## src/rtl/ssd1963_rx_if.sv

```systemverilog
// Host-side 8080-style parallel bus of the SSD1963 target model.
// master = host driving the pads, slave = ssd1963_rx.
interface ssd1963_rx_if;
    logic       cs_n;
    logic       dc_n;
    logic       wr_n;
    logic       rd_n;
    logic [7:0] d_in;
    logic [7:0] d_out;
    logic       d_oe;

    modport master (output cs_n, dc_n, wr_n, rd_n, d_in, input d_out, d_oe);
    modport slave  (input cs_n, dc_n, wr_n, rd_n, d_in, output d_out, d_oe);
endinterface

```

## src/rtl/ssd1963_rx.sv

```systemverilog
// SSD1963 8080-bus target: decodes the command/parameter stream into pixels with
// frame coordinates and answers power-mode reads. Define SSD1963_RX_RGB565_EN for 2-byte RGB565 pixels.
module ssd1963_rx #(
    parameter int X_W = 11,
    parameter int Y_W = 11
) (
    input  logic           clk,
    input  logic           reset,
    ssd1963_rx_if.slave    bus,
    output logic           pix_valid,
    output logic [X_W-1:0] pix_x,
    output logic [Y_W-1:0] pix_y,
    output logic [23:0]    pix_data,
    output logic           disp_on
);

    localparam logic [7:0] CMD_COL     = 8'h2A;
    localparam logic [7:0] CMD_PAGE    = 8'h2B;
    localparam logic [7:0] CMD_RAMWR   = 8'h2C;
    localparam logic [7:0] CMD_RAMCONT = 8'h3C;
    localparam logic [7:0] CMD_OFF     = 8'h28;
    localparam logic [7:0] CMD_ON      = 8'h29;
    localparam logic [7:0] CMD_PWR     = 8'h0A;

`ifdef SSD1963_RX_RGB565_EN
    localparam logic [1:0] PIX_LAST = 2'd1;

    function automatic logic [23:0] rgb565_to_888(input logic [15:0] v);
        return {v[15:11], v[15:13], v[10:5], v[10:9], v[4:0], v[4:2]};
    endfunction
`else
    localparam logic [1:0] PIX_LAST = 2'd2;
`endif

    typedef enum logic [1:0] {
        ST_IGNORE = 2'd0,
        ST_COL    = 2'd1,
        ST_PAGE   = 2'd2,
        ST_PIX    = 2'd3
    } state_t;

    logic [1:0]     cs_sync_r, dc_sync_r, wr_sync_r, rd_sync_r;
    logic [7:0]     d_reg_r, d_dly_r;
    logic           wr_prev_r, rd_prev_r, wr_armed_r;
    logic           wr_evt_r, rd_evt_r;
    logic [7:0]     hold_d_r;
    logic           hold_dc_r;
    logic           cs_s, dc_s, wr_s, rd_s;

    state_t         state_r;
    logic [X_W-1:0] sc_r, ec_r, x_r, x_nxt_s, x_start_s, x_end_s;
    logic [Y_W-1:0] sp_r, ep_r, y_r, y_nxt_s, y_start_s, y_end_s;
    logic [1:0]     par_cnt_r, pix_cnt_r;
    logic [23:0]    par_buf_r;
    logic [15:0]    pix_buf_r;
    logic [23:0]    pix_word_s;
    logic           rd_pwr_r;
    logic           pix_valid_r, disp_on_r, d_oe_r;
    logic [X_W-1:0] pix_x_r;
    logic [Y_W-1:0] pix_y_r;
    logic [23:0]    pix_data_r;
    logic [7:0]     d_out_r;

    assign cs_s = cs_sync_r[1];
    assign dc_s = dc_sync_r[1];
    assign wr_s = wr_sync_r[1];
    assign rd_s = rd_sync_r[1];

    // Synchronizers, write-byte capture and strobe edge events.
    // d is delayed twice so it lines up with the synchronized strobes.
    always_ff @(posedge clk) begin
        if (reset) begin
            cs_sync_r  <= 2'b11;
            dc_sync_r  <= 2'b11;
            wr_sync_r  <= 2'b11;
            rd_sync_r  <= 2'b11;
            d_reg_r    <= 8'h00;
            d_dly_r    <= 8'h00;
            wr_prev_r  <= 1'b1;
            rd_prev_r  <= 1'b1;
            wr_armed_r <= 1'b0;
            wr_evt_r   <= 1'b0;
            rd_evt_r   <= 1'b0;
            hold_d_r   <= 8'h00;
            hold_dc_r  <= 1'b1;
        end else begin
            cs_sync_r <= {cs_sync_r[0], bus.cs_n};
            dc_sync_r <= {dc_sync_r[0], bus.dc_n};
            wr_sync_r <= {wr_sync_r[0], bus.wr_n};
            rd_sync_r <= {rd_sync_r[0], bus.rd_n};
            d_reg_r   <= bus.d_in;
            d_dly_r   <= d_reg_r;
            wr_prev_r <= wr_s;
            rd_prev_r <= rd_s;
            if (!wr_s && !cs_s) begin
                hold_d_r   <= d_dly_r;
                hold_dc_r  <= dc_s;
                wr_armed_r <= 1'b1;
            end else if (wr_s && !wr_prev_r) begin
                wr_armed_r <= 1'b0;
            end else begin
                wr_armed_r <= wr_armed_r;
            end
            wr_evt_r <= wr_s && !wr_prev_r && wr_armed_r;
            // A read strobe overlapping a write is ignored.
            rd_evt_r <= !rd_s && rd_prev_r && !cs_s && wr_s;
        end
    end

    // Window parameters, next-pixel address and pixel word assembly.
    always_comb begin
        x_start_s = X_W'(par_buf_r[23:8]);
        x_end_s   = X_W'({par_buf_r[7:0], hold_d_r});
        y_start_s = Y_W'(par_buf_r[23:8]);
        y_end_s   = Y_W'({par_buf_r[7:0], hold_d_r});
        if (x_r == ec_r) begin
            x_nxt_s = sc_r;
            if (y_r == ep_r) begin
                y_nxt_s = sp_r;
            end else begin
                y_nxt_s = y_r + Y_W'(1'b1);
            end
        end else begin
            x_nxt_s = x_r + X_W'(1'b1);
            y_nxt_s = y_r;
        end
`ifdef SSD1963_RX_RGB565_EN
        pix_word_s = rgb565_to_888({pix_buf_r[7:0], hold_d_r});
`else
        pix_word_s = {pix_buf_r, hold_d_r};
`endif
    end

    // Command/parameter decoder FSM with registered pixel and read outputs.
    always_ff @(posedge clk) begin
        if (reset) begin
            state_r     <= ST_IGNORE;
            sc_r        <= {X_W{1'b0}};
            ec_r        <= {X_W{1'b1}};
            sp_r        <= {Y_W{1'b0}};
            ep_r        <= {Y_W{1'b1}};
            x_r         <= {X_W{1'b0}};
            y_r         <= {Y_W{1'b0}};
            par_cnt_r   <= 2'd0;
            pix_cnt_r   <= 2'd0;
            par_buf_r   <= 24'h000000;
            pix_buf_r   <= 16'h0000;
            rd_pwr_r    <= 1'b0;
            pix_valid_r <= 1'b0;
            pix_x_r     <= {X_W{1'b0}};
            pix_y_r     <= {Y_W{1'b0}};
            pix_data_r  <= 24'h000000;
            disp_on_r   <= 1'b0;
            d_oe_r      <= 1'b0;
            d_out_r     <= 8'h00;
        end else begin
            pix_valid_r <= 1'b0;
            if (wr_evt_r && !hold_dc_r) begin
                par_cnt_r <= 2'd0;
                pix_cnt_r <= 2'd0;
                rd_pwr_r  <= (hold_d_r == CMD_PWR);
                case (hold_d_r)
                    CMD_COL:     state_r <= ST_COL;
                    CMD_PAGE:    state_r <= ST_PAGE;
                    CMD_RAMWR: begin
                        state_r <= ST_PIX;
                        x_r     <= sc_r;
                        y_r     <= sp_r;
                    end
                    CMD_RAMCONT: state_r <= ST_PIX;
                    CMD_OFF: begin
                        disp_on_r <= 1'b0;
                        state_r   <= ST_IGNORE;
                    end
                    CMD_ON: begin
                        disp_on_r <= 1'b1;
                        state_r   <= ST_IGNORE;
                    end
                    default:     state_r <= ST_IGNORE;
                endcase
            end else if (wr_evt_r) begin
                case (state_r)
                    ST_COL, ST_PAGE: begin
                        if (par_cnt_r == 2'd3) begin
                            if (state_r == ST_COL) begin
                                sc_r <= x_start_s;
                                ec_r <= x_end_s;
                            end else begin
                                sp_r <= y_start_s;
                                ep_r <= y_end_s;
                            end
                            par_cnt_r <= 2'd0;
                            state_r   <= ST_IGNORE;
                        end else begin
                            par_buf_r <= {par_buf_r[15:0], hold_d_r};
                            par_cnt_r <= par_cnt_r + 2'd1;
                        end
                    end
                    ST_PIX: begin
                        if (pix_cnt_r == PIX_LAST) begin
                            pix_valid_r <= 1'b1;
                            pix_x_r     <= x_r;
                            pix_y_r     <= y_r;
                            pix_data_r  <= pix_word_s;
                            x_r         <= x_nxt_s;
                            y_r         <= y_nxt_s;
                            pix_cnt_r   <= 2'd0;
                        end else begin
                            pix_buf_r <= {pix_buf_r[7:0], hold_d_r};
                            pix_cnt_r <= pix_cnt_r + 2'd1;
                        end
                    end
                    default: state_r <= ST_IGNORE;
                endcase
            end else begin
                state_r <= state_r;
            end

            if (rd_evt_r) begin
                d_oe_r  <= 1'b1;
                d_out_r <= rd_pwr_r ? {5'b00000, disp_on_r, 2'b00} : 8'h00;
            end else if (rd_s || cs_s) begin
                d_oe_r <= 1'b0;
            end else begin
                d_oe_r <= d_oe_r;
            end
        end
    end

    assign pix_valid  = pix_valid_r;
    assign pix_x      = pix_x_r;
    assign pix_y      = pix_y_r;
    assign pix_data   = pix_data_r;
    assign disp_on    = disp_on_r;
    assign bus.d_out  = d_out_r;
    assign bus.d_oe   = d_oe_r;

endmodule

```

## src/flat_wrapper.sv

```systemverilog
// flat-port wrapper written by rule: the top's interface ports become plain ports
module ssd1963_rx_flat 
#(
    parameter int X_W = 11,
    parameter int Y_W = 11
)
  (clk, reset, pix_valid, pix_x, pix_y, pix_data, disp_on, bus_cs_n, bus_dc_n, bus_wr_n, bus_rd_n, bus_d_in, bus_d_out, bus_d_oe);
  ssd1963_rx_if bus_i ();
  input  logic clk;
  input  logic reset;
  output logic pix_valid;
  output logic [X_W-1:0] pix_x;
  output logic [Y_W-1:0] pix_y;
  output logic [23:0] pix_data;
  output logic disp_on;
  input wire logic [$bits(bus_i.cs_n)-1:0] bus_cs_n;
  input wire logic [$bits(bus_i.dc_n)-1:0] bus_dc_n;
  input wire logic [$bits(bus_i.wr_n)-1:0] bus_wr_n;
  input wire logic [$bits(bus_i.rd_n)-1:0] bus_rd_n;
  input wire logic [$bits(bus_i.d_in)-1:0] bus_d_in;
  output wire logic [$bits(bus_i.d_out)-1:0] bus_d_out;
  output wire logic [$bits(bus_i.d_oe)-1:0] bus_d_oe;
  assign bus_i.cs_n = bus_cs_n;
  assign bus_i.dc_n = bus_dc_n;
  assign bus_i.wr_n = bus_wr_n;
  assign bus_i.rd_n = bus_rd_n;
  assign bus_i.d_in = bus_d_in;
  assign bus_d_out = bus_i.d_out;
  assign bus_d_oe = bus_i.d_oe;
  ssd1963_rx #(.X_W(X_W), .Y_W(Y_W)) u_core (.clk(clk), .reset(reset), .bus(bus_i), .pix_valid(pix_valid), .pix_x(pix_x), .pix_y(pix_y), .pix_data(pix_data), .disp_on(disp_on));
endmodule
```

## config.mk

```make
export PLATFORM = sky130hd
export DESIGN_NAME = ssd1963_rx_flat
export DESIGN_NICKNAME = d
export VERILOG_FILES = /design/src/rtl/ssd1963_rx_if.sv /design/src/rtl/ssd1963_rx.sv /design/src/flat_wrapper.sv
export SDC_FILE = /design/constraint.sdc
export NUM_CORES = 1
export LEC_CHECK = 0
export BUFFER_PORTS_ARGS = -buffer_cell sky130_fd_sc_hd__buf_2
export CELL_PAD_IN_SITES_DETAIL_PLACEMENT = 1
export CELL_PAD_IN_SITES_GLOBAL_PLACEMENT = 2
export CORE_MARGIN = 4
export CORE_UTILIZATION = 32
export DETAILED_ROUTE_END_ITERATION = 7
export GPL_ROUTABILITY_DRIVEN = 0
export GPL_TIMING_DRIVEN = 0
export PLACE_DENSITY_LB_ADDON = 0.12
export SLEW_MARGIN = 20
export SYNTH_ARGS = -nofsm -noshare
export SYNTH_HDL_FRONTEND = slang
export SYNTH_SLANG_ARGS = --single-unit
```

## constraint.sdc

```tcl
create_clock -name clk -period 1.85 [get_ports clk]
set_input_delay 0.37 -clock clk [delete_from_list [all_inputs] [get_ports clk]]
set_output_delay 0.37 -clock clk [all_outputs]
set_load 0.02 [all_outputs]
```

-- Yosys cells after proc, flatten, opt, wreduce, memory -nomap -nowiden
Index checks and enable logic that the tools add are counted.
W data, S select, Z words.
- register bits: 203
- input port bits: 14
- output and inout bits: 57
- word-level logic and storage cells: 121
- add/sub/neg operators: 4
- eq/ne operators: 17
- mux-type cells: 27
- bitwise operators: 6
- reduce and logical (&&, ||, !) cells: 35
- operator list (kind ; count):
    $mux W11 ; 13
    $eq A8 B6 Y1 const B ; 6
    $add A11 B1 Y11 const B ; 2
    $eq A11 B11 Y1 ; 2
    $reduce_and A4 Y1 ; 4
    $reduce_and A5 Y1 ; 3
    $reduce_bool A2 Y1 ; 7
    $mux W2 ; 5
    $eq A2 B2 Y1 const B ; 4
    $eq A8 B4 Y1 const B ; 1
    $logic_and A1 B1 Y1 ; 7
    $not A1 Y1 ; 6
    $pmux W2 S3 ; 1
    $reduce_and A2 Y1 ; 3
    $reduce_or A2 Y1 ; 3
    $logic_not A1 Y1 ; 5
    $mux W1 ; 5
    $add A2 B1 Y2 const B ; 2
    $pmux W2 S2 ; 1
    $reduce_or A4 Y1 ; 1
    $mux W3 ; 1
    $ne A3 B1 Y1 const B ; 1
    $reduce_and A3 Y1 ; 1
    $eq A2 B1 Y1 const B ; 1
    4 further kinds ; 4

-- Longest topological paths before layout
Gate-level depths: netlist (run 1).
- depth in word-level cells: 7
- depth in mapped cells: 8
- mapped depth without buffers: 7

-- Least setup slack after synthesis (run 1)
OpenSTA, ideal clock, no wires.
- kind: register to register
- start: register u_core.hold_d_r[2]
- end: register u_core.y_r[2]
- library setup time: 0.131 ns
- arrival time: 1.720 ns
- required time: 1.719 ns
- path slack: -0.001 ns
- stages on the path, launching flop included: 8
- path buffers: 2
- clock period less this slack: 1.851 ns
- path through: dfxtp_1 -> buf_4 -> nand4bb_1 -> or4_1 -> a32o_1 -> buf_2 -> a211oi_1 -> o22ai_1
- word-level cells in the longest chain between the ends: 3
- ends and longest elaborated chain (element ; RTL line ; text):
    from (decl) ; ssd1963_rx.sv:46 ; logic [7:0] hold_d_r;
    from (signal assigned) ; ssd1963_rx.sv:96 ; hold_d_r <= d_dly_r;
    $eq A8 B6 Y1 ; ssd1963_rx.sv:162 ; case (hold_d_r)
    $ne A2 B2 Y1 (no source line) ; n/a ;
    $reduce_and A5 Y1 (no source line) ; n/a ;
    to (signal assigned) ; ssd1963_rx.sv:143 ; y_r <= {Y_W{1'b0}};
    to (signal assigned) ; ssd1963_rx.sv:168 ; y_r <= sp_r;
    to (signal assigned) ; ssd1963_rx.sv:206 ; y_r <= y_nxt_s;
    to (decl) ; ssd1963_rx.sv:52 ; logic [Y_W-1:0] sp_r, ep_r, y_r, y_nxt_s, y_start_s, y_end_s;
No other way between the ends.
A chain may end at the register's enable or synchronous reset.

-- Worst setup path after layout (run 1)
- start: register u_core.hold_d_r[4]
- end: register u_core.y_r[3]
The elaborated chain is that of the path after synthesis.

==> results.md, run 1 <==
Status:
- The flow ran to the end, but the final reports show violations.
- The checks that failed: negative setup slack.

Min path:
- The worst hold path passes through 2 cells.
- The class of the worst hold path is primary input to flip-flop.
- The endpoint of the worst hold path is u_core.rd_sync_r[0]$_SDFF_PP1_.
- The startpoint of the tightest hold check path is bus_rd_n.

Worst setup path:
- Data on the critical path is required at its endpoint by 2170 ps.
- In this run the register-to-register setup slack is -110 ps.
- The beginning of the worst register-to-register path is u_core.hold_d_r[4]$_SDFFE_PP0P_.
- The worst register-to-register path has a depth of 5.
- In this run the worst path has a maximum fanout of 5.
- STA classifies the critical path endpoint as a flip-flop.
- The endpoint arrival time on the critical path is 2280 ps.
- The critical path in this run is classified as flip-flop to flip-flop.
- The end of the worst register-to-register path is u_core.y_r[3]$_SDFFE_PP0P_.
- The worst setup path is launched from a flip-flop.

Synth:
- Each instance of the synthesized netlist takes up on average 8.13 µm².
- By count the netlist is led by sky130_fd_sc_hd__nand2_1, sky130_fd_sc_hd__dfxtp_1, sky130_fd_sc_hd__a21oi_1.
- The cell taking the most area after synthesis is sky130_fd_sc_hd__dfxtp_1.
- In the synthesized netlist the dominant register cell turns out to be sky130_fd_sc_hd__dfxtp_1.
- The synthesized design contains between 150 and 200 register bits.
- The area share of and/or/nand/nor cells after synthesis is about 25%.
- The synthesized netlist contains 53 unique library cells.
- After Yosys synthesis, XOR and XNOR cells account for 2.76% of the synthesized area.
- The synthesized netlist devotes 0.803% of its cell area to adder and majority cells.
- After synthesis, the largest family of logic cells by area is simple AND/OR/NAND/NOR gates.
- The number of standard cells after synthesis is approximately 960.
- The summed instance area of the synthesized netlist is roughly 0.0078 mm².
- In the post-synthesis netlist, the cell with the most instances is sky130_fd_sc_hd__nand2_1.
- For this run, asynchronously set or reset flops after synthesis account for 0%.
- The count of yosys warnings during synthesis is 0.
- The compound-gate portion of the synthesized area is 13.1%.
- Multiplexer cells account for under 10% of the synthesized area.
- Sorting the synthesized cells by area gives the leading types as sky130_fd_sc_hd__dfxtp_1, sky130_fd_sc_hd__nand2_1, sky130_fd_sc_hd__a21oi_1, sky130_fd_sc_hd__nand3_1, sky130_fd_sc_hd__clkbuf_1.
- The count of flip-flops with a built-in enable after synthesis is 0.
- In this run the biggest area consumer among cell types represents 50.4% of the synthesized area.
- The share of the yosys chip area belonging to registers is between 50% and 60%.

Detailed routing:
- After the first detailed-routing iteration, the DRC count stood at 317.
- The total wire length is between 20 and 30 mm.
- The DRC violation count after routing is 0.
- Across all layers, the routed design uses 6886 vias.
- The pre-antenna-repair detailed-routing pass consisted of 6 iterations.
- The wire length per cell is approximately 18 µm.
- After detailed routing, the number of vias per cell comes to ~4.9.
- The number of nets still failing antenna checks after routing is 0.

Floorplanning:
- The height of the die is around 160 µm.
- The initialized floorplan defines 56 standard-cell rows.
- Once the floorplan was initialized, standard cells occupied 32.9% of the core.
- After floorplanning, the core was sized to cover 0.0237 mm².
- The die is 164 µm wide.
- 71 I/O pins were placed.
- The floorplan step defined a die boundary enclosing roughly 0.027 mm².

GRT:
- Global routing finished with a remaining overflow of 0.
- The first-pass GRT wire length is 38.8 mm.
- The maximum number of pins on one net before global-route repair is 23.
- The via count of the first global-routing pass came to ~6700.
- The number of antenna violations at the first check in global routing is 0.
- The global-route total usage across every layer is 18.8%.

Final layout:
- At the end of the flow, the number of nets in the layout was 1098.
- Summing all flip-flop and latch instances after layout gives 0.00397 mm².
- The count of inserted antenna diode cells is 0.
- The proportion of layout cells with a drive suffix above 1 is 25.6%.
- The area added between synthesis and finish is 28.3%.
- The area of the multi-input gates is around 0.0039 mm².
- The number of fill cells is between 2000 and 3000.
- The register with the most flip-flops in the layout has 24 of them.
- After routing the design area is 0.0100 mm².
- The end-of-flow core utilization is 42.2%.

Pwr:
- The fraction of power consumed by sequential logic is 50.7%.
- The proportion of power drawn by the clock network is between 40% and 50%.
- The design draws roughly 8400 µW.
- The internal power of the cells totals 6210 µW.
- For this design the total switching power over the nets is 2210 µW.
- The highest ir drop seen on vdd is 0.500 mV.
- Combinational logic is responsible for 3.0% of the overall power.
- The power density normalized to cell area is 842 mW/mm².
- In this run switching power makes up a little over a quarter of total power.
- Summed over all cells, the static leakage comes to 0.00387 µW.

Place:
- In this run the tool buffered the top-level ports with 63 buffer cells.
- OpenSTA, run right after detailed placement, puts the worst setup slack at -722 ps.
- Detailed placement finished with a half-perimeter wire length of 17.4 mm.
- The post-placement cell area is 0.00853 mm².

Clocking:
- The CTS tree is done.
- The number of clock sinks is around 200.
- The number of hold buffers added after CTS is 0.
- The root buffer cell is sky130_fd_sc_hd__clkbuf_16.
- The clock network latency to the later pin of the worst-skew pair is approximately 450 ps.
- The H-tree depth reported by CTS is 4.
- The maximum clock insertion buffer count is 2.
- The number of buffers inserted during clock tree synthesis is 17.
- Clock-pin slew was measured on the worst setup and hold paths at ~80 ps.

Timing:
- The final clock period utilization by the worst path is 106%.
- Based on the critical path, the design can be clocked at up to 511 MHz.
- The final hold violation count came to 0.
- The worst clock skew on the final layout is 15.7 ps.
- The final setup slack of the worst path is -106 ps.
- The shortest period the worst path allows is slightly below 2000 ps.
- The total count of max-transition violations in the final report came to 0.
- The transition time of the tightest slew-check pin is 704 ps.
- Setup repair after global routing could not meet its margin everywhere.
- Setup violations remaining at the end of the flow were counted as 10.
- The remaining max-slew budget at the tightest pin is 53.1%.

Run:
- Across the run, the number of max-cap violations was 0.
==> logic make-up (layout without fill, tap and decap cells) <==
family | Yosys count | in the layout
xor+xnor | 22 | 22
other cells | 1 | 7
flops | 196 | 196
fa+ha+maj | 5 | 5
buf+inv | 95 | 222
mux | 17 | 17
compound gates | 179 | 180
simple gates | 443 | 443
==> how the worst max path moves through the flow <==
stage                     slack [ps]                            start  cells past startpoint                      endpoint
final                           -110  u_core.hold_d_r[4]$_SDFFE_PP0P_                      5    u_core.y_r[3]$_SDFFE_PP0P_
after global routing            -180       u_core.y_r[0]$_SDFFE_PP0P_                      5   u_core.y_r[10]$_SDFFE_PP0P_
after CTS                       -100  u_core.hold_d_r[2]$_SDFFE_PP0P_                      7    u_core.y_r[2]$_SDFFE_PP0P_
after detailed placement        -720                            reset                      5   u_core.sp_r[9]$_SDFFE_PP0P_
after global placement          -690                            reset                      5  u_core.pix_x[7]$_SDFFE_PP0P_
after floorplan                    8   u_core.state_r[1]$_SDFFE_PP0P_                      7   u_core.sp_r[1]$_SDFFE_PP0P_
==> worst max-delay path, cell delays in order (launching register included) <==
cell and delay, ps:
sky130_fd_sc_hd__dfxtp_4 370, sky130_fd_sc_hd__nand4bb_4 200, sky130_fd_sc_hd__or4_4 560, sky130_fd_sc_hd__a32o_4 380, sky130_fd_sc_hd__a211oi_2 210, sky130_fd_sc_hd__o22ai_1 110
==> layout by cell type (no fill, tap or decap), types with 17 or more instances in the layout <==
master                      Yosys  routed
sky130_fd_sc_hd__nand2_1      290     289
sky130_fd_sc_hd__buf_4          8      50
sky130_fd_sc_hd__nand3_1       38      35
sky130_fd_sc_hd__inv_1         18      18
sky130_fd_sc_hd__dfxtp_1      196     170
sky130_fd_sc_hd__dfxtp_2        0      21
sky130_fd_sc_hd__clkbuf_16      0      17
sky130_fd_sc_hd__nor2b_1       22      20
sky130_fd_sc_hd__nor2_1        27      24
sky130_fd_sc_hd__a21oi_1      125     124
sky130_fd_sc_hd__buf_2         10      69
==> metrics by stage <==
stage | hold WS, ps | setup TNS, ps | instances
floorplan | 389 | 0 | 964
finish | 98.6 | -446 | 1411
CTS | 89.5 | -1710 | 1389
global placement | 392 | -82350 | 1346
global route | 88.7 | -1570 | 1411
detailed placement | 401 | -85640 | 1346
==> power by group through the flow <==
stage                     logic (µW)  clock network [µW]  registers (µW)
after floorplan                  149                   0            4370
after global placement           228                   0            4380
after detailed placement         230                   0            4380
after CTS                        245                3990            4280
after global routing             275                4170            4280
final                            251                3900            4270
==> routing by layer <==
metal	wire length, µm	track usage [%]	vias to the layer above
met3	889	3.21	12
li1	-	-	3450
met1	12400	26.7	3314
met5	0	0	-
met4	263	4.12	0
met2	11600	30.0	110
==> what timing repair did <==
action | CTS | global route
resized for setup | 97 | 77
gates cloned | 0 | 2
pin swaps | 16 | 23
setup buffers | 15 | 25
setup endpoints to repair | 160 | 125
==> layout make-up <==
type | count | area share [%]
flip-flops and latches | 196 | 39.7
clock inverters | 15 | 2.05
inverters | 18 | 0.676
clock buffers | 17 | 4.26
well taps | 319 | 3.99
multi-input cells | 674 | 38.6
plain buffers | 68 | 4.26
repair buffers | 104 | 6.48
Power figures use the tool's default switching activity.
==> run 2, diff against run 1 <==
Settings changed: ABC_AREA set to 0, CORE_UTILIZATION 32 to 35.
Clock period 1.85 ns to 2.2 ns, I/O delays scaled along.
==> results.md, run 2 (synthesis results as in run 1) <==
Worst setup path:
- The worst setup path is captured at a flip-flop.
- The number of cell instances on the worst register-to-register path is 7 (+2).
- The beginning of the worst register-to-register path is u_core.hold_d_r[2]$_SDFFE_PP0P_.
- The end of the critical path is u_core.y_r[2]$_SDFFE_PP0P_.
- The peak per-stage delay on the critical path was 540 ps (-20 ps).
- The worst setup path is launched from a flip-flop.
- Traced cell by cell, the critical path runs through buf_4 -> nand4bb_4 -> or4_4 -> a32o_1 -> buf_2 -> a211oi_2 -> o22ai_1.
- The launching element of the worst setup path is u_core.hold_d_r[2]$_SDFFE_PP0P_.
- The end of the worst register-to-register path is u_core.y_r[2]$_SDFFE_PP0P_.
- The endpoint arrival time on the critical path is 2450 ps (+170 ps).
- The cell with the largest stage delay on the worst path is sky130_fd_sc_hd__or4_4.
- The register-to-register setup slack came to 70 ps (+180 ps).
- The critical path in this run is classified as flip-flop to flip-flop.
- The worst-path maximum fanout came to 9 (+4).
- The critical path required time is 2530 ps (+360 ps).

GRT:
- The global-route total usage across every layer is 19.8% (+0.98 points).
- The via count of the first global-routing pass was 6452 (-4.2%).
- The maximum number of pins on one net before global-route repair came to 23 (unchanged).
- The first-pass GRT wire length is 37.4 mm (-3.8%).
- The total grt overflow is 0 (unchanged).
- The number of antenna violations at the first check in global routing was 0 (unchanged).

Timing:
- The sum of negative setup slack came to 0 ps (+446 ps).
- The highest clock frequency the design can meet is 470 MHz (-8.1%).
- The shortest period the worst path allows is 2130 ps (+172 ps).
- The transition time of the tightest slew-check pin is 778 ps (+74.0 ps).
- The worst clock skew on the final layout is 16.9 ps (+1.24 ps).
- The number of failing setup endpoints in the final timing report is 0 (-10).
- The final clock period utilization by the worst path came to 96.7% (-9.0 points).
- The final-layout worst hold slack was 174 ps (+75.8 ps).
- The remaining max-slew budget at the tightest pin is 48.2% (-4.9 points).
- The final hold violation count is 0 (unchanged).
- The total count of max-transition violations in the final report is 0 (unchanged).

Detailed routing:
- The wire length per cell is 17.7 µm (-0.68%).
- The DRC violation count after routing is 0 (unchanged).
- The initial DRC count came to 337 (+6.3%).
- The total wire length was 23.7 mm (-6.0%).
- The total via count in the routed design is 6651 (-3.4%).
- The number of nets still failing antenna checks after routing is 0 (unchanged).
- The first-pass iteration count of the detailed router is 6 (unchanged).
- The detail-routed via count per cell is 4.98 (+2.0%).

Final layout:
- The number of flip-flops in the largest register was 24 (unchanged).
- The count of inserted antenna diode cells is 0 (unchanged).
- The library cell used most frequently in the layout, excluding fill and tap cells, is sky130_fd_sc_hd__nand2_1.
- Leaving out fill and tap cells, the most frequent cells in the layout are sky130_fd_sc_hd__nand2_1, sky130_fd_sc_hd__dfxtp_1, sky130_fd_sc_hd__a21oi_1, sky130_fd_sc_hd__buf_2, sky130_fd_sc_hd__nand3_1.
- The proportion of layout cells with a drive suffix above 1 is 17.0% (-8.7 points).
- The layout net count is 1062 (-3.3%).
- Compared with the post-synthesis result, the final layout area differs by 19.0%.

Floorplanning:
- The area enclosed by the die boundary is 0.0247 mm² (-8.2%).
- The effective utilization at floorplan is 35.6% (+2.7 points).
- The core box area is 0.0219 mm² (-7.6%).
- The horizontal die dimension is 157 µm (-4.2%).
- The I/O pin count came to 71 (unchanged).
- The placement row count came to 54 (-3.6%).
- The height of the die is 157 µm (-4.2%).

Pwr:
- The fraction of power consumed by sequential logic is 50.3% (-0.4 points).
- The share of total power in combinational logic was 2.7% (-0.3 points).
- The switching part of the total is 25.4% (-0.85 points).
- The static leakage is 0.00355 µW (-8.2%).
- The highest ir drop seen on vdd is 0.510 mV (+1.9%).
- The cell internal power dissipation was 5330 µW (-14%).
- The net load switching power is 1810 µW (-18%).
- The proportion of power drawn by the clock network is 47.0% (+0.7 points).
- The power density normalized to cell area is 770 mW/mm² (-8.6%).

Place:
- The placed wire-length estimate was 17.1 mm (-1.8%).
- The number of buffers inserted by port buffering is 63 (unchanged).

Clocking:
- The maximum clock insertion buffer count is 2 (unchanged).
- The number of buffers inserted during clock tree synthesis is 17 (unchanged).
- The number of clock sinks is 196 (unchanged).
- The total setup buffers inserted after CTS is 0 (-15).
- The clock network latency to the later pin of the worst-skew pair is 440 ps (about the same).
- Clock tree synthesis selected as its root buffer the cell sky130_fd_sc_hd__clkbuf_16.
- The clock slew seen by the registers of the worst setup and hold paths is 80 ps (about the same).
- The CTS tree is done.
- The H-tree depth reported by CTS was 4 (unchanged).

Run:
- The number of max-cap violations is 0 (unchanged).

Status:
- The flow ran to the end, and the final reports show no timing, DRC or antenna violations.

Min path:
- The class of the worst hold path is primary input to flip-flop.
[run 2: cell types whose count changed in the layout (fill, tap and decap cells not counted), sizes merged]
cell	previous run	this run
a32o	2	1
buf	138	92
bufinv	0	1
clkbuf	50	62
clkdlybuf4s15	1	0
clkinv	8	6
inv	25	26
[run 2: how the worst min path moves through the flow]
stage                                   start                              to  slack, ps  cells after the start
6_report                             bus_cs_n  u_core.cs_sync_r[0]$_SDFF_PP1_        170                      2
5_1_grt                              bus_rd_n  u_core.rd_sync_r[0]$_SDFF_PP1_        160                      2
2_1_floorplan  u_core.cs_sync_r[0]$_SDFF_PP1_  u_core.cs_sync_r[1]$_SDFF_PP1_        390                      1
3_5_place_dp   u_core.dc_sync_r[0]$_SDFF_PP1_  u_core.dc_sync_r[1]$_SDFF_PP1_        400                      1
3_3_place_gp   u_core.cs_sync_r[0]$_SDFF_PP1_  u_core.cs_sync_r[1]$_SDFF_PP1_        390                      1
4_1_cts                              bus_cs_n  u_core.cs_sync_r[0]$_SDFF_PP1_        150                      2
[run 2: metrics by stage]
stage	cell area, µm²	utilization (%)	std cells	setup WS, ps	total power (µW)
floorplan	7810	-	964	349	3800
finish	9270	42.4	1336	72.1	7140
detailed placement	8480	38.7	1307	-404	3870
global placement	8480	38.7	1307	-417	3870
CTS	9180	41.9	1337	0.563	7220
global route	9270	42.4	1336	-9.02	7420
[run 2: worst max-delay path: cells and delay by family, from the launching register on]
kind            cells  cell delay [ps]
compound gates      3              600
flops               1              320
buf+inv             2              400
simple gates        2              700
[run 2: what timing repair did]
action	CTS	global route
hold buffers	0	0
gates cloned	0	0
gates resized for setup	15	45
endpoints found under the setup margin	80	119
[run 2: power by group through the flow]
stage | Combinational (µW) | Clock, µW | Sequential [µW]
CTS | 192 | 3440 | 3590
global route | 215 | 3610 | 3600
floorplan | 125 | 0 | 3670
detailed placement | 192 | 0 | 3680
global placement | 189 | 0 | 3680
finish | 193 | 3350 | 3590
[run 2: final cells by class]
| cell class | count | area, µm² |
|---|---|---|
| Multi-Input combinational cell | 673 | 3590 |
| Fill cell | 2687 | 12600 |
| Sequential cell | 196 | 3930 |
| Tap cell | 280 | 350 |
| Inverter | 18 | 67.6 |
| Timing Repair Buffer | 63 | 315 |
| Buffer | 74 | 374 |
| Clock buffer | 17 | 425 |
| Clock inverter | 15 | 220 |
[run 2: metal layers]
metal	GRT usage, %	up-vias	wire length [µm]
met5	0	-	0
met4	4.38	0	221
met3	3.44	18	1070
met2	30.9	110	10700
met1	28.6	3152	11700
li1	-	3371	-
==> run 3, diff against run 2 <==
--- a/config.mk
+++ b/config.mk
@@ -11,2 +11,3 @@
 export CELL_PAD_IN_SITES_GLOBAL_PLACEMENT = 2
+export CORE_ASPECT_RATIO = 0.8
 export CORE_MARGIN = 4
==> constraint.sdc (replaced) <==
create_clock -name clk -period 2.2 [get_ports clk]
set_input_delay 0 -clock clk [delete_from_list [all_inputs] [get_ports clk]]
set_output_delay 0 -clock clk [all_outputs]
set_load 0.02 [all_outputs]
==> results.md, run 3 (synthesis results as in run 1) <==
Status:
- The flow ran to the end, and the final reports show no timing, DRC or antenna violations.

Final layout:
- The count of inserted antenna diode cells is 0 (unchanged).
- Leaving out fill and tap cells, the most frequent cell in the layout is sky130_fd_sc_hd__nand2_1.
- The layout net count is 1074 (+1.1%).
- Compared with the post-synthesis result, the final layout area differs by 20.4%.
- The top cell types in the final layout, fill and taps aside, are sky130_fd_sc_hd__nand2_1, sky130_fd_sc_hd__dfxtp_1, sky130_fd_sc_hd__a21oi_1, sky130_fd_sc_hd__buf_2, sky130_fd_sc_hd__nand3_1.
- The proportion of layout cells with a drive suffix above 1 came to 15.8% (-1.1 points).
- The number of standard cells in the final layout excluding fillers was 1368 (+2.4%).
- The end-of-flow core utilization is 43.1% (+0.77 points).
- The number of flip-flops in the largest register is 24 (unchanged).

Detailed routing:
- The number of nets still failing antenna checks after routing was 0 (unchanged).
- The first-pass iteration count of the detailed router is 5 (-1).
- The total wire length was 25.0 mm (+5.7%).
- The wire length per cell is 18.3 µm (+3.2%).
- The initial DRC count is 356 (+5.6%).
- The total via count in the routed design is 6855 (+3.1%).
- The detail-routed via count per cell is 5.01 (+0.66%).
- The DRC violation count after routing is 0 (unchanged).

GRT:
- The first-pass GRT wire length is 39.8 mm (+6.6%).
- The met2 capacity usage during global routing is 31.1% (+0.24 points).
- In this run the most used layer during global routing was met2.
- The total grt overflow was 0 (unchanged).
- The maximum number of pins on one net before global-route repair is 22 (-4.3%).
- The number of antenna violations at the first check in global routing came to 0 (unchanged).
- The global-route total usage across every layer is 20.7% (+0.98 points).
- The met1 track utilization from global routing is 31.0% (+2.3 points).
- The via count of the first global-routing pass is 6758 (+4.7%).
- The met3 demand-to-capacity share in global routing is 3.84% (+0.40 points).

Worst setup path:
- The beginning of the worst register-to-register path is u_core.hold_d_r[2]$_SDFFE_PP0P_.
- In this run the critical register-to-register path is captured at u_core.y_r[2]$_SDFFE_PP0P_.
- The worst setup path is launched from a flip-flop.
- The start-to-end type of the worst setup path is flip-flop to flip-flop.
- The number of cell instances on the worst register-to-register path is 7 (unchanged).
- The worst-path maximum fanout was 9 (unchanged).
- The critical path endpoint category is a flip-flop.
- The register-to-register setup slack was 50 ps (-20 ps).
- The critical path required time is 2540 ps (about the same).
- The end of the critical path is u_core.y_r[2]$_SDFFE_PP0P_.
- The endpoint arrival time on the critical path came to 2490 ps (+40 ps).
- Tracing the worst setup path back leads to its startpoint at u_core.hold_d_r[2]$_SDFFE_PP0P_.

Floorplanning:
- The I/O pin count is 71 (unchanged).
- The height of the die came to 141 µm (-10%).
- The horizontal die dimension was 175 µm (+11%).
- The effective utilization at floorplan came to 35.8% (+0.25 points).
- The placement row count is 48 (-11%).
- The area enclosed by the die boundary is 0.0247 mm² (about the same).
- The core box area is 0.0217 mm² (-0.69%).

Place:
- The number of buffers inserted by port buffering is 63 (unchanged).
- The post-placement worst setup slack is -252 ps (+153 ps).
- The cell total after placement is 1327 (+1.5%).
- The placed wire-length estimate was 17.7 mm (+3.2%).

Clocking:
- The number of clock sinks is 196 (unchanged).
- The number of buffers inserted during clock tree synthesis came to 17 (unchanged).
- The H-tree depth reported by CTS came to 4 (unchanged).
- The clock network latency to the later pin of the worst-skew pair is 450 ps (about the same).
- The clock slew seen by the registers of the worst setup and hold paths came to 80 ps (about the same).
- The maximum clock insertion buffer count was 2 (unchanged).
- In this run the clock root is driven by a sky130_fd_sc_hd__clkbuf_16.
- The total setup buffers inserted after CTS was 0 (unchanged).
- TritonCTS built the clock tree.

Timing:
- The final setup slack of the worst path is 51.6 ps (-20.6 ps).
- The worst clock skew on the final layout is 11.6 ps (-5.28 ps).
- The remaining max-slew budget at the tightest pin came to 44.7% (-3.5 points).
- The transition time of the tightest slew-check pin is 829 ps (+51.8 ps).
- The final clock period utilization by the worst path was 97.7% (+0.94 points).
- The shortest period the worst path allows is 2150 ps (+20.6 ps).
- The number of failing setup endpoints in the final timing report is 0 (unchanged).
- The total count of max-transition violations in the final report is 0 (unchanged).
- The final hold violation count is 0 (unchanged).
- Setup repair after global routing could not meet its margin everywhere.
- The highest clock frequency the design can meet was 465 MHz (-0.96%).

Pwr:
- The proportion of power drawn by the clock network was 46.8% (-0.2 points).
- The static leakage is 0.00355 µW (about the same).
- The switching part of the total is 25.7% (+0.35 points).
- The highest ir drop seen on vdd was 0.367 mV (-28%).
- The cell internal power dissipation is 5320 µW (-0.18%).
- The net load switching power is 1840 µW (+1.7%).
- The share of total power in combinational logic is 2.9% (+0.2 points).
- The fraction of power consumed by sequential logic is 50.2% (about the same).
- The power density normalized to cell area was 764 mW/mm² (-0.83%).

Run:
- The number of max-cap violations was 0 (unchanged).

Min path:
- The class of the worst hold path is primary input to flip-flop.
## run 3: changes by cell type in the layout (fill, tap and decap cells not counted), moves of 2 or more
cell and change:
sky130_fd_sc_hd__dlygate4sd3_1 +12, sky130_fd_sc_hd__inv_8 -3, sky130_fd_sc_hd__clkbuf_2 -7, sky130_fd_sc_hd__buf_2 -3, sky130_fd_sc_hd__buf_1 +3, sky130_fd_sc_hd__clkbuf_4 +2
sky130_fd_sc_hd__clkbuf_1 +5, sky130_fd_sc_hd__inv_6 +2
## run 3: repair_timing
| item | in CTS | in global routing |
|---|---|---|
| pin swaps | 0 | 1 |
| gates resized for setup | 18 | 27 |
| endpoints found under the hold margin | 12 | 0 |
| setup endpoints to repair | 92 | 104 |
| hold buffers | 12 | 0 |
## run 3: final cells by class
class,instances,area (µm²)
Clock inverter,15,211
Fill cell,2664,12400
Inverter,18,67.6
Clock buffer,17,425
Multi-Input combinational cell,673,3560
Tap cell,300,375
Sequential cell,196,3930
Timing Repair Buffer,75,435
Buffer,74,373
## run 3: critical path: stages, from the launching register on
cell and delay, ps:
sky130_fd_sc_hd__dfxtp_1 350, sky130_fd_sc_hd__buf_6 170, sky130_fd_sc_hd__nand4bb_4 160, sky130_fd_sc_hd__or4_4 540, sky130_fd_sc_hd__a32o_1 300, sky130_fd_sc_hd__buf_2 200
sky130_fd_sc_hd__a211oi_1 220, sky130_fd_sc_hd__o22ai_1 100
## run 3: worst min path at each step
| stage | start | endpoint | slack (ps) | cells after the start |
|---|---|---|---|---|
| CTS | reset | u_core.x_r[5]$_SDFFE_PP0P_ | 100 | 5 |
| finish | reset | u_core.x_r[5]$_SDFFE_PP0P_ | 130 | 5 |
| global placement | bus_cs_n | u_core.cs_sync_r[0]$_SDFF_PP1_ | 180 | 2 |
| global route | reset | u_core.x_r[2]$_SDFFE_PP0P_ | 140 | 4 |
| floorplan | bus_cs_n | u_core.cs_sync_r[0]$_SDFF_PP1_ | 100 | 1 |
| detailed placement | bus_cs_n | u_core.cs_sync_r[0]$_SDFF_PP1_ | 190 | 2 |
## run 3: per-stage QoR
stage / setup TNS (ps) / hold slack [ps] / instance area [µm²] / power, µW
6_report: 0 / 125 / 9380 / 7160
5_1_grt: -69.1 / 136 / 9380 / 7410
4_1_cts: 0 / 99.7 / 9320 / 7230
3_5_place_dp: -9470 / 187 / 8500 / 3870
3_3_place_gp: -7010 / 182 / 8500 / 3870
2_1_floorplan: 0 / 104 / 7810 / 3800
## run 3: layer usage
layer,vias up,wire length (µm),part of all wire [%]
li1,3390,-,-
met1,3302,13000,52
met2,136,10700,43
met3,27,1080,4.3
met4,0,269,1.1
met5,-,0,0
## run 3: power groups by stage
stage	Sequential (µW)	Combinational, µW	Clock [µW]
floorplan	3670	125	0
global placement	3680	190	0
detailed placement	3680	192	0
CTS	3600	209	3420
global route	3600	232	3580
finish	3600	209	3350
